[src/rtl/bbox_scanner_pkg.sv]
// Shared definitions for the triangle raster pipeline: coordinate types,
// default screen limits and the scanner state encoding.
package bbox_scanner_pkg;

    localparam int COORD_W   = 12;
    localparam int DEF_MAX_X = 40;
    localparam int DEF_MAX_Y = 50;

    typedef logic [COORD_W-1:0]   coord_t;
    typedef logic [2*COORD_W-1:0] count_t;

    typedef enum logic [1:0] {
        IDLE = 2'd0,
        BOX  = 2'd1,
        SCAN = 2'd2,
        DONE = 2'd3
    } scan_state_e;

    // Clamp a coordinate to the last valid screen position
    function automatic coord_t clip_coord(input coord_t v, input coord_t lim);
        coord_t r;
        if (v > lim) begin
            r = lim;
        end else begin
            r = v;
        end
        return r;
    endfunction

endpackage

[src/rtl/bbox_scanner_if.sv]
// Triangle-in / pixel-out handshake bundle of the bounding-box scanner.
// master = environment (triangle producer and pixel consumer), slave = scanner.
interface bbox_scanner_if
    import bbox_scanner_pkg::*;
();
    logic   tri_valid;
    logic   tri_ready;
    coord_t tri_p1x, tri_p1y, tri_p2x, tri_p2y, tri_p3x, tri_p3y;
    coord_t v_p1x, v_p1y, v_p2x, v_p2y, v_p3x, v_p3y;
    logic   pix_valid;
    logic   pix_ready;
    coord_t pix_x, pix_y;
    logic   pix_first;
    logic   pix_last;
    logic   tri_done;
    count_t pix_count;

    modport master (
        output tri_valid, tri_p1x, tri_p1y, tri_p2x, tri_p2y, tri_p3x, tri_p3y,
        output pix_ready,
        input  tri_ready, v_p1x, v_p1y, v_p2x, v_p2y, v_p3x, v_p3y,
        input  pix_valid, pix_x, pix_y, pix_first, pix_last, tri_done, pix_count
    );

    modport slave (
        input  tri_valid, tri_p1x, tri_p1y, tri_p2x, tri_p2y, tri_p3x, tri_p3y,
        input  pix_ready,
        output tri_ready, v_p1x, v_p1y, v_p2x, v_p2y, v_p3x, v_p3y,
        output pix_valid, pix_x, pix_y, pix_first, pix_last, tri_done, pix_count
    );
endinterface

[src/rtl/bbox_scanner_min_max3.sv]
// Combinational minimum and maximum of three unsigned coordinates.
module min_max3
    import bbox_scanner_pkg::*;
(
    input  coord_t a,
    input  coord_t b,
    input  coord_t c,
    output coord_t min_s,
    output coord_t max_s
);
    coord_t min_ab_s;
    coord_t max_ab_s;

    // Pairwise reduction of the three inputs to their extremes
    always_comb begin
        min_ab_s = (b < a) ? b : a;
        max_ab_s = (b > a) ? b : a;
        min_s    = (c < min_ab_s) ? c : min_ab_s;
        max_s    = (c > max_ab_s) ? c : max_ab_s;
    end
endmodule

[src/rtl/bbox_scanner.sv]
// Bounding-box scanner: takes one triangle, clips its bounding box to the
// screen and streams every pixel of the box in row-major order.
module bbox_scanner
    import bbox_scanner_pkg::*;
#(
    parameter int MAX_X = DEF_MAX_X,
    parameter int MAX_Y = DEF_MAX_Y
) (
    input logic          Clock,
    input logic          Reset,
    bbox_scanner_if.slave bus
);
    localparam coord_t XLIM_C      = coord_t'(MAX_X);
    localparam coord_t YLIM_C      = coord_t'(MAX_Y);
    localparam coord_t COORD_ONE_C = coord_t'(1);
    localparam count_t COUNT_ONE_C = count_t'(1);

    scan_state_e state_r, next_state_s;

    coord_t xmin_s, xmax_s, ymin_s, ymax_s;
    coord_t xmax_clip_s, ymax_clip_s;
    coord_t xmin_r, xmax_r, ymax_r;
    coord_t cx_r, cy_r, nx_s, ny_s;
    logic   accept_s, hs_s, empty_s, at_last_s, box_single_s;

    // The box is derived from the held vertices, so it is ready one cycle after accept
    min_max3 u_mm_x (.a(bus.v_p1x), .b(bus.v_p2x), .c(bus.v_p3x), .min_s(xmin_s), .max_s(xmax_s));
    min_max3 u_mm_y (.a(bus.v_p1y), .b(bus.v_p2y), .c(bus.v_p3y), .min_s(ymin_s), .max_s(ymax_s));

    assign xmax_clip_s  = clip_coord(xmax_s, XLIM_C);
    assign ymax_clip_s  = clip_coord(ymax_s, YLIM_C);
    assign box_single_s = (xmin_s == xmax_clip_s) && (ymin_s == ymax_clip_s);
    assign bus.pix_x    = cx_r;
    assign bus.pix_y    = cy_r;

    // Next-state decode plus the row-major advance of the scan cursor
    always_comb begin
        next_state_s = state_r;
        accept_s     = 1'b0;
        hs_s         = 1'b0;
        empty_s      = (xmin_s > XLIM_C) || (ymin_s > YLIM_C);
        at_last_s    = (cx_r == xmax_r) && (cy_r == ymax_r);
        nx_s         = cx_r;
        ny_s         = cy_r;
        case (state_r)
            IDLE: begin
                accept_s = bus.tri_valid && bus.tri_ready;
                if (accept_s) begin
                    next_state_s = BOX;
                end else begin
                    next_state_s = IDLE;
                end
            end
            BOX: begin
                if (empty_s) begin
                    next_state_s = DONE;
                end else begin
                    next_state_s = SCAN;
                end
            end
            SCAN: begin
                hs_s = bus.pix_valid && bus.pix_ready;
                if (!hs_s) begin
                    next_state_s = SCAN;
                end else if (at_last_s) begin
                    next_state_s = DONE;
                end else if (cx_r < xmax_r) begin
                    next_state_s = SCAN;
                    nx_s         = cx_r + COORD_ONE_C;
                end else begin
                    next_state_s = SCAN;
                    nx_s         = xmin_r;
                    ny_s         = cy_r + COORD_ONE_C;
                end
            end
            DONE: begin
                next_state_s = IDLE;
            end
            default: begin
                next_state_s = IDLE;
            end
        endcase
    end

    // State register
    always_ff @(posedge Clock) begin
        if (Reset) begin
            state_r <= IDLE;
        end else begin
            state_r <= next_state_s;
        end
    end

    // Registered outputs, held vertices, box limits, scan cursor and pixel count
    always_ff @(posedge Clock) begin
        if (Reset) begin
            bus.tri_ready <= 1'b0;
            bus.pix_valid <= 1'b0;
            bus.pix_first <= 1'b0;
            bus.pix_last  <= 1'b0;
            bus.tri_done  <= 1'b0;
            bus.pix_count <= '0;
            bus.v_p1x     <= '0;
            bus.v_p1y     <= '0;
            bus.v_p2x     <= '0;
            bus.v_p2y     <= '0;
            bus.v_p3x     <= '0;
            bus.v_p3y     <= '0;
            cx_r          <= '0;
            cy_r          <= '0;
            xmin_r        <= '0;
            xmax_r        <= '0;
            ymax_r        <= '0;
        end else begin
            bus.tri_ready <= (next_state_s == IDLE);
            bus.pix_valid <= (next_state_s == SCAN);
            bus.tri_done  <= (next_state_s == DONE);
            if (accept_s) begin
                bus.v_p1x     <= bus.tri_p1x;
                bus.v_p1y     <= bus.tri_p1y;
                bus.v_p2x     <= bus.tri_p2x;
                bus.v_p2y     <= bus.tri_p2y;
                bus.v_p3x     <= bus.tri_p3x;
                bus.v_p3y     <= bus.tri_p3y;
                bus.pix_count <= '0;
            end
            if ((state_r == BOX) && !empty_s) begin
                xmin_r        <= xmin_s;
                xmax_r        <= xmax_clip_s;
                ymax_r        <= ymax_clip_s;
                cx_r          <= xmin_s;
                cy_r          <= ymin_s;
                bus.pix_first <= 1'b1;
                bus.pix_last  <= box_single_s;
            end else if (hs_s) begin
                bus.pix_count <= bus.pix_count + COUNT_ONE_C;
                cx_r          <= nx_s;
                cy_r          <= ny_s;
                bus.pix_first <= 1'b0;
                bus.pix_last  <= !at_last_s && (nx_s == xmax_r) && (ny_s == ymax_r);
            end
        end
    end
endmodule

[src/flat_wrapper.sv]
// flat-port wrapper written by rule: the top's interface ports become plain ports
module bbox_scanner_flat import bbox_scanner_pkg::*;
#(
    parameter int MAX_X = DEF_MAX_X,
    parameter int MAX_Y = DEF_MAX_Y
)
  (Clock, Reset, bus_tri_valid, bus_tri_p1x, bus_tri_p1y, bus_tri_p2x, bus_tri_p2y, bus_tri_p3x, bus_tri_p3y, bus_pix_ready, bus_tri_ready, bus_v_p1x, bus_v_p1y, bus_v_p2x, bus_v_p2y, bus_v_p3x, bus_v_p3y, bus_pix_valid, bus_pix_x, bus_pix_y, bus_pix_first, bus_pix_last, bus_tri_done, bus_pix_count);
  bbox_scanner_if bus_i ();
  input logic Clock;
  input logic Reset;
  input wire logic [$bits(bus_i.tri_valid)-1:0] bus_tri_valid;
  input wire logic [$bits(bus_i.tri_p1x)-1:0] bus_tri_p1x;
  input wire logic [$bits(bus_i.tri_p1y)-1:0] bus_tri_p1y;
  input wire logic [$bits(bus_i.tri_p2x)-1:0] bus_tri_p2x;
  input wire logic [$bits(bus_i.tri_p2y)-1:0] bus_tri_p2y;
  input wire logic [$bits(bus_i.tri_p3x)-1:0] bus_tri_p3x;
  input wire logic [$bits(bus_i.tri_p3y)-1:0] bus_tri_p3y;
  input wire logic [$bits(bus_i.pix_ready)-1:0] bus_pix_ready;
  output wire logic [$bits(bus_i.tri_ready)-1:0] bus_tri_ready;
  output wire logic [$bits(bus_i.v_p1x)-1:0] bus_v_p1x;
  output wire logic [$bits(bus_i.v_p1y)-1:0] bus_v_p1y;
  output wire logic [$bits(bus_i.v_p2x)-1:0] bus_v_p2x;
  output wire logic [$bits(bus_i.v_p2y)-1:0] bus_v_p2y;
  output wire logic [$bits(bus_i.v_p3x)-1:0] bus_v_p3x;
  output wire logic [$bits(bus_i.v_p3y)-1:0] bus_v_p3y;
  output wire logic [$bits(bus_i.pix_valid)-1:0] bus_pix_valid;
  output wire logic [$bits(bus_i.pix_x)-1:0] bus_pix_x;
  output wire logic [$bits(bus_i.pix_y)-1:0] bus_pix_y;
  output wire logic [$bits(bus_i.pix_first)-1:0] bus_pix_first;
  output wire logic [$bits(bus_i.pix_last)-1:0] bus_pix_last;
  output wire logic [$bits(bus_i.tri_done)-1:0] bus_tri_done;
  output wire logic [$bits(bus_i.pix_count)-1:0] bus_pix_count;
  assign bus_i.tri_valid = bus_tri_valid;
  assign bus_i.tri_p1x = bus_tri_p1x;
  assign bus_i.tri_p1y = bus_tri_p1y;
  assign bus_i.tri_p2x = bus_tri_p2x;
  assign bus_i.tri_p2y = bus_tri_p2y;
  assign bus_i.tri_p3x = bus_tri_p3x;
  assign bus_i.tri_p3y = bus_tri_p3y;
  assign bus_i.pix_ready = bus_pix_ready;
  assign bus_tri_ready = bus_i.tri_ready;
  assign bus_v_p1x = bus_i.v_p1x;
  assign bus_v_p1y = bus_i.v_p1y;
  assign bus_v_p2x = bus_i.v_p2x;
  assign bus_v_p2y = bus_i.v_p2y;
  assign bus_v_p3x = bus_i.v_p3x;
  assign bus_v_p3y = bus_i.v_p3y;
  assign bus_pix_valid = bus_i.pix_valid;
  assign bus_pix_x = bus_i.pix_x;
  assign bus_pix_y = bus_i.pix_y;
  assign bus_pix_first = bus_i.pix_first;
  assign bus_pix_last = bus_i.pix_last;
  assign bus_tri_done = bus_i.tri_done;
  assign bus_pix_count = bus_i.pix_count;
  bbox_scanner #(.MAX_X(MAX_X), .MAX_Y(MAX_Y)) u_core (.Clock(Clock), .Reset(Reset), .bus(bus_i));
endmodule
[config.mk]
export PLATFORM = sky130hd
export DESIGN_NAME = bbox_scanner_flat
export DESIGN_NICKNAME = d
export VERILOG_FILES = /design/src/rtl/bbox_scanner_pkg.sv /design/src/rtl/bbox_scanner_if.sv /design/src/rtl/bbox_scanner_min_max3.sv /design/src/rtl/bbox_scanner.sv /design/src/flat_wrapper.sv
export SDC_FILE = /design/constraint.sdc
export NUM_CORES = 1
export LEC_CHECK = 0
export CAP_MARGIN = 25
export CORE_MARGIN = 5
export CORE_UTILIZATION = 48
export DETAILED_ROUTE_END_ITERATION = 8
export GPL_TIMING_DRIVEN = 0
export PLACE_DENSITY_LB_ADDON = 0.1
export SLEW_MARGIN = 25
export SYNTH_ARGS = -nofsm -noshare
export SYNTH_HDL_FRONTEND = slang
export SYNTH_SLANG_ARGS = --single-unit
[constraint.sdc]
create_clock -name Clock -period 5 [get_ports Clock]
set_clock_uncertainty 0.1 [all_clocks]
set_input_delay 1 -clock Clock [delete_from_list [all_inputs] [get_ports Clock]]
set_output_delay 1 -clock Clock [all_outputs]
set_load 0.05 [all_outputs]
==> After elaboration in Yosys (flattened, before gate mapping) <==
Cells that the tools add are included.
{ "totals": {"input_bits": 76, "register_bits": 163, "output_inout_bits": 125} }
{ "classes": {"order_cmp": 13, "n_addsub": 3, "n_reduce_logical": 13, "muxes": 36, "n_eq_ne": 11} }
{ "op_table": {"columns": ["cell", "n"], "rows": [
  ["12-bit 2-to-1 mux", 22],
  ["12-bit == test", 6],
  ["24-bit 2-to-1 mux", 3],
  ["12-bit less-than comparator", 5],
  ["12-bit > comparator", 4],
  ["12-bit by 6-bit > comparator with 1-bit output (second input constant)", 4],
  ["12-bit by 1-bit adder with 12-bit output (second input constant)", 2],
  ["24-bit by 1-bit adder with 24-bit output (second input constant)", 1],
  ["1-bit 2-to-1 mux", 9],
  ["2-bit == test (second input constant)", 4],
  ["2-bit case mux with 4 select lines", 1],
  ["1-bit logical AND", 7],
  ["2-bit zero test", 2],
  ["2-bit by 1-bit == test with 1-bit output (second input constant)", 1],
  ["1-bit zero test", 2],
  ["2-bit 2-to-1 mux", 1],
  ["2-bit nonzero test", 1],
  ["1-bit logical OR", 1]
]} }

==> Longest topological paths before layout <==
{ "depth": {"ltp_word": 10, "depth_mapped": 25} }

==> By module <==
From an unflattened synthesis, not the netlist that was laid out.
{ "unflattened": {"hier_cells": 1334, "area_unflattened_um2": 10635.2} }
{ "by_module_without_submodules": {"columns": ["mod", "instances", "cells_per_inst", "area_each_um2", "seq_area_each_um2"], "rows": [
  ["bbox_scanner", 1, 1000, 7905.1, 3263.1],
  ["min_max3", 2, 167, 1365.1, 0.0]
]} }

==> Worst setup path before layout <==
No wires, ideal clock.
{ "synth_timing": {"path_type": "reg2reg", "start": "register u_core.bus.v_p1y[2]", "end": "register u_core.cy_r[4], in the netlist u_core.bus.pix_y[4]", "stages_incl_launch_ff": 25, "arrival_time_ns": 5.186, "t_required_ns": 4.772, "synth_period_minus_slack_ns": 5.413, "setup_time_ns": 0.128, "path_slack_ns": -0.413, "path_cell_list": "dfxtp_1 inv_1 ha_1 and3_1 a221o_1 a22oi_4 and2_1 buf_4 clkbuf_1 clkbuf_1 nor2_1 a21oi_1 ha_1 nor3_1 nor2_1 a221o_1 a211oi_1 a311o_1 mux2i_1 o211a_2 nand3_2 buf_2 buf_2 o31ai_1 nor2_1"} }
{ "synth_between": {"elab_chain_cells": 9, "elab_cells_between_ends": 10} }
{ "synth_lines": {"columns": ["item", "line_no", "rtl"], "rows": [
  ["start, declared", "bbox_scanner_if.sv:28", "output tri_ready, v_p1x, v_p1y, v_p2x, v_p2y, v_p3x, v_p3y,"],
  ["start signal, assigned", "bbox_scanner.sv:120", "bus.v_p1y <= bus.tri_p1y;"],
  ["12-bit less-than comparator", "bbox_scanner_min_max3.sv:16", "min_ab_s = (b < a) ? b : a;"],
  ["12-bit 2-to-1 mux *", "bbox_scanner_min_max3.sv:16", null],
  ["12-bit less-than comparator", "bbox_scanner_min_max3.sv:18", "min_s = (c < min_ab_s) ? c : min_ab_s;"],
  ["12-bit 2-to-1 mux *", "bbox_scanner_min_max3.sv:18", null],
  ["12-bit by 6-bit > comparator with 1-bit output", "bbox_scanner.sv:41", "empty_s = (xmin_s > XLIM_C) || (ymin_s > YLIM_C);"],
  ["1-bit logical OR", "bbox_scanner.sv:41", null],
  ["1-bit zero test", "bbox_scanner.sv:127", "if ((state_r == BOX) && !empty_s) begin"],
  ["1-bit logical AND", "bbox_scanner.sv:127", null],
  ["12-bit 2-to-1 mux or 2-bit nonzero test (tied branches)", null, null],
  ["end signal, assigned", "bbox_scanner.sv:132", "cy_r <= ymin_s;"],
  ["end signal, assigned", "bbox_scanner.sv:138", "cy_r <= ny_s;"],
  ["end, declared", "bbox_scanner.sv:23", "coord_t cx_r, cy_r, nx_s, ny_s;"]
]} }
Mark *: on every way between the ends. The rest lies on a longest branch, timed or not.
A chain may end at the register's enable or synchronous reset.

==> Worst setup path in the final report <==
{ "layout_timing": {"start": "register u_core.bus.v_p1y[1]", "end": "register u_core.ymax_r[4]"} }
{ "layout_between": {"elab_chain_cells": 8, "elab_cells_between_ends": 14} }
{ "layout_lines": {"columns": ["item", "line_no", "rtl"], "rows": [
  ["12-bit less-than comparator", "bbox_scanner_min_max3.sv:16", null],
  ["12-bit 2-to-1 mux", "bbox_scanner_min_max3.sv:16", null],
  ["12-bit less-than comparator", "bbox_scanner_min_max3.sv:18", null],
  ["12-bit 2-to-1 mux", "bbox_scanner_min_max3.sv:18", null],
  ["12-bit by 6-bit > comparator with 1-bit output", "bbox_scanner.sv:41", null],
  ["1-bit logical OR", "bbox_scanner.sv:41", null],
  ["1-bit zero test", "bbox_scanner.sv:127", null],
  ["1-bit logical AND", "bbox_scanner.sv:127", null],
  ["end signal, assigned", "bbox_scanner.sv:130", "ymax_r <= ymax_clip_s;"],
  ["end, declared", "bbox_scanner.sv:22", "coord_t xmin_r, xmax_r, ymax_r;"]
]} }
Several ways; a longest one is shown, not always the timed one.

==> results.ini <==
[detailed_routing]
routed_wl_um=38300
via_count=11335
ant_nets=0
routedWlPerCell_um=20.0
dr.pass1.iters=7
detail_route.iter0.violations=897
drc=0
viasPerCell=5.93

[floorplanning]
die_w_um=158
rows=54
fp.coreArea_um2=21600
initial_core_util=0.483
die-area_um2=24800
io_pins=201
die_height_um=158

[synth]
syn_nets=1501
synthFlopType=dfxtp_1
seq_area_frac_synth=0.312
yosysWarnings=0
syn_avg_cell_area_um2=7.82
synth_top_family_by_area=simple AND/OR/NAND/NOR gates
synthDistinctLibCells=74
yosys.area_share.xor_xnor=0.0436
yosys.area_share.simple=0.229
synth_edf_count=0
async_reset_ff_frac=0
synth_compound_area_frac=0.188
synth_mux_area_frac=0.0721
synth_adder_area_share=0.107
syn_inst=1336
ys_ff_latch=163
syn_area_um2=10500

[timing]
fin_ws_ns=-0.229
finalSetupViolations=81
worst_slew_pin_slew_ns=0.837
relSlewSlack=0.442
fmax_mhz=191
slew_viol_final=0
timing.final.crit_share=1.05
fin_crit_ns=5.23
hold_viol_final=0
rsz0062_at_grt=yes
hold_slack_ns=0.342

[clock_tree]
cts_tree=yes
cts_buffers=17
clockRootBuffer=clkbuf_16
clk_latency_ns=0.45
cts_sinks=163
clk_pin_slew_ns=0.07
hold_buffers=0
clk_path_buf_depth=2
htreeDepth=4

[outcome]
status=complete, but fails checks
violations=negative setup slack

[power]
ir_drop_v=0.000244
power-per-cell-area_nw_per_um2=383
p_leak_uw=0.00556
power_uw=5720

[run]
drv_cap=0

[grt]
grt_pass1_vias=10607
grt_max_degree=18
grt_antenna_before_repair=0
track_usage=0.288
overflow=0
grt_pass1_wl_um=56900

[setup_path]
cp_slowest_cell=a221o_1
cp.required_ns=5.25
cp.buffers_inverters=7
arrival_ns=5.47
critPathKind=reg -> reg
path_max_fanout=10
worst_setup_path_end_kind=flop
crit_family=compound AO/OA/AOI/OAI gates
slowest_delay_ns=0.39
start_kind=flop
crit_chain=inv_2, ha_4, and3_4, a221o_1, a22oi_4, and2_4, clkbuf_16, clkbuf_16, nor2_4, a21oi_2, ha_4, o211ai_1, nor2_1, a221o_1, a211oi_2, a311o_2, buf_6, o21ai_4, a22oi_2, buf_4, nand3_4, buf_8, buf_4, a221oi_1

[cells_and_area]
area.growth.synth_to_final_pct=43.1
final_layout_size_suffix_gt1_frac=0.195
n_antenna_cell=0
nets=1783
post_layout_nonfiller_instances=1911
final_cell_area_um2=15000

[placed_design]
place_congestion=0.968
place_inst=1816
dp_hpwl_um=26600
numPortBuffers=200
placedInstanceArea_um2=12800
pre_cts_slack_ns=-1.10

[hold_path]
min_path_type=reg -> reg

## state kept, by name, summed over array words and instances (netlist names)
name,count
u_core.xmin_r,12
u_core.bus.tri_ready,1
u_core.bus.pix_last,1
u_core.bus.pix_x,12
u_core.bus.pix_first,1
u_core.bus.v_p3y,12
u_core.state_r,2
u_core.bus.v_p3x,12
u_core.bus.v_p2x,12
u_core.bus.pix_valid,1
u_core.bus.tri_done,1
u_core.bus.v_p2y,12
u_core.bus.pix_count,24
u_core.bus.v_p1x,12
u_core.xmax_r,12
u_core.ymax_r,12
u_core.bus.v_p1y,12
u_core.bus.pix_y,12
## power by group
group	switching [uW]	internal (uW)	total, uW
combinational	1660	1310	2960
clock	640	661	1300
sequential	103	1360	1460
## Yosys cell counts, types with 4 or more instances
| master | number | area share |
|---|---|---|
| nand2_1 | 224 | 0.080 |
| dfxtp_1 | 163 | 0.31 |
| a21oi_1 | 159 | 0.076 |
| nor2_1 | 109 | 0.039 |
| ha_1 | 89 | 0.11 |
| inv_1 | 64 | 0.023 |
| mux2i_1 | 55 | 0.053 |
| clkbuf_1 | 42 | 0.015 |
| xnor2_1 | 41 | 0.034 |
| nand3_1 | 38 | 0.018 |
| o21ai_0 | 35 | 0.017 |
| nand4_1 | 26 | 0.016 |
| nor3_1 | 26 | 0.012 |
| a211oi_1 | 24 | 0.017 |
| and2_1 | 18 | 0.011 |
| and3_1 | 17 | 0.010 |
| mux2_2 | 17 | 0.018 |
| o211ai_1 | 13 | 0.0093 |
| a21o_1 | 12 | 0.0086 |
| nor4_1 | 11 | 0.0066 |
| xor2_1 | 11 | 0.0092 |
| and4_1 | 9 | 0.0075 |
| buf_2 | 9 | 0.0043 |
| o21a_1 | 9 | 0.0065 |
| o22ai_1 | 9 | 0.0054 |
| or3_1 | 8 | 0.0048 |
| a311oi_1 | 7 | 0.0059 |
| a31oi_1 | 7 | 0.0042 |
| nor2b_1 | 6 | 0.0036 |
| nand2b_1 | 5 | 0.0030 |
| a2111oi_0 | 4 | 0.0034 |
| a221o_1 | 4 | 0.0038 |
| buf_1 | 4 | 0.0014 |
## stage by stage
step                       util  TNS, ns
after floorplan               -        0
after global placement    0.594   -72.05
after detailed placement  0.594   -73.22
after CTS                 0.654  -0.0481
after global routing      0.692   -17.31
final                     0.692   -12.30
## worst register-to-register path: cells and delay by family (launching register included)
family,cells,cell delay (ns)
compound gates,10,2.56
simple gates,5,0.62
buf+inv,7,1.05
fa+ha+maj,2,0.44
flops,1,0.36
## logic make-up (layout without fill, tap and decap cells)
logic type / count (synthesis) / count (layout)
xor gates and xnor gates: 52 / 52
muxes: 73 / 73
buffers and inverters: 125 / 419
AOI/OAI and AO/OA: 317 / 318
adders and majority gates: 89 / 89
DFF: 163 / 163
and+or+nand+nor: 517 / 517
## routing by layer
metal	share of wire	track usage
met5	0	0
met1	0.43	0.391
met2	0.48	0.475
met3	0.065	0.0451
met4	0.026	0.0819
## cells in the final DEF, fill, tap and decap left out, types with 7 or more instances in the layout
master / netlist / final
nor2_1: 109 / 91
mux2i_1: 55 / 49
nand3_1: 38 / 31
dfxtp_1: 163 / 138
mux2_2: 17 / 15
nand4_1: 26 / 26
xor2_1: 11 / 10
o21a_1: 9 / 9
nor2_4: 0 / 9
or3_1: 8 / 7
a211oi_2: 0 / 8
xnor2_1: 41 / 40
ha_4: 0 / 9
a21o_1: 12 / 11
a211oi_1: 24 / 15
clkdlybuf4s50_1: 0 / 200
ha_1: 89 / 80
o211ai_1: 13 / 13
and3_1: 17 / 15
nand3_2: 1 / 7
o21ai_0: 35 / 22
nor4_1: 11 / 10
clkbuf_1: 42 / 34
o21ai_1: 0 / 11
inv_1: 64 / 58
nor3_1: 26 / 21
o22ai_1: 9 / 9
a21oi_2: 2 / 26
dfxtp_2: 0 / 16
buf_6: 3 / 18
and2_4: 0 / 14
nor2_2: 2 / 11
nand2_1: 224 / 217
clkbuf_16: 0 / 22
a21oi_1: 159 / 129
buf_4: 3 / 49
and4_1: 9 / 9
dfxtp_4: 0 / 9
## timing repair
item	in CTS	in global routing
setup buffers	39	21
setup endpoints to repair	90	90
gates resized for setup	97	172
cloned	5	5
pin swaps	26	65
## layout make-up
cell class              count  area (um^2)
multi-input cells        1049         7470
repair buffers            267         2650
fillers                  1786         6660
clock inverters            15          143
inverters                  64          240
clock buffers              17          425
plain buffers              56          365
well taps                 280          350
flip-flops and latches    163         3320
## path summary, 6_finish.rpt
kind / start / end / slack [ns] / depth (start not counted)
worst max register to register: u_core.bus.v_p1y[1] / u_core.ymax_r[4] / -0.23 / 24
worst min-delay path: u_core.xmin_r[7] / u_core.xmin_r[7] / 0.34 / 2
worst min register to register: u_core.xmin_r[7] / u_core.xmin_r[7] / 0.34 / 2
worst max-delay path: u_core.bus.v_p1y[1] / u_core.ymax_r[4] / -0.23 / 24
(Power assumes the default switching activity.)
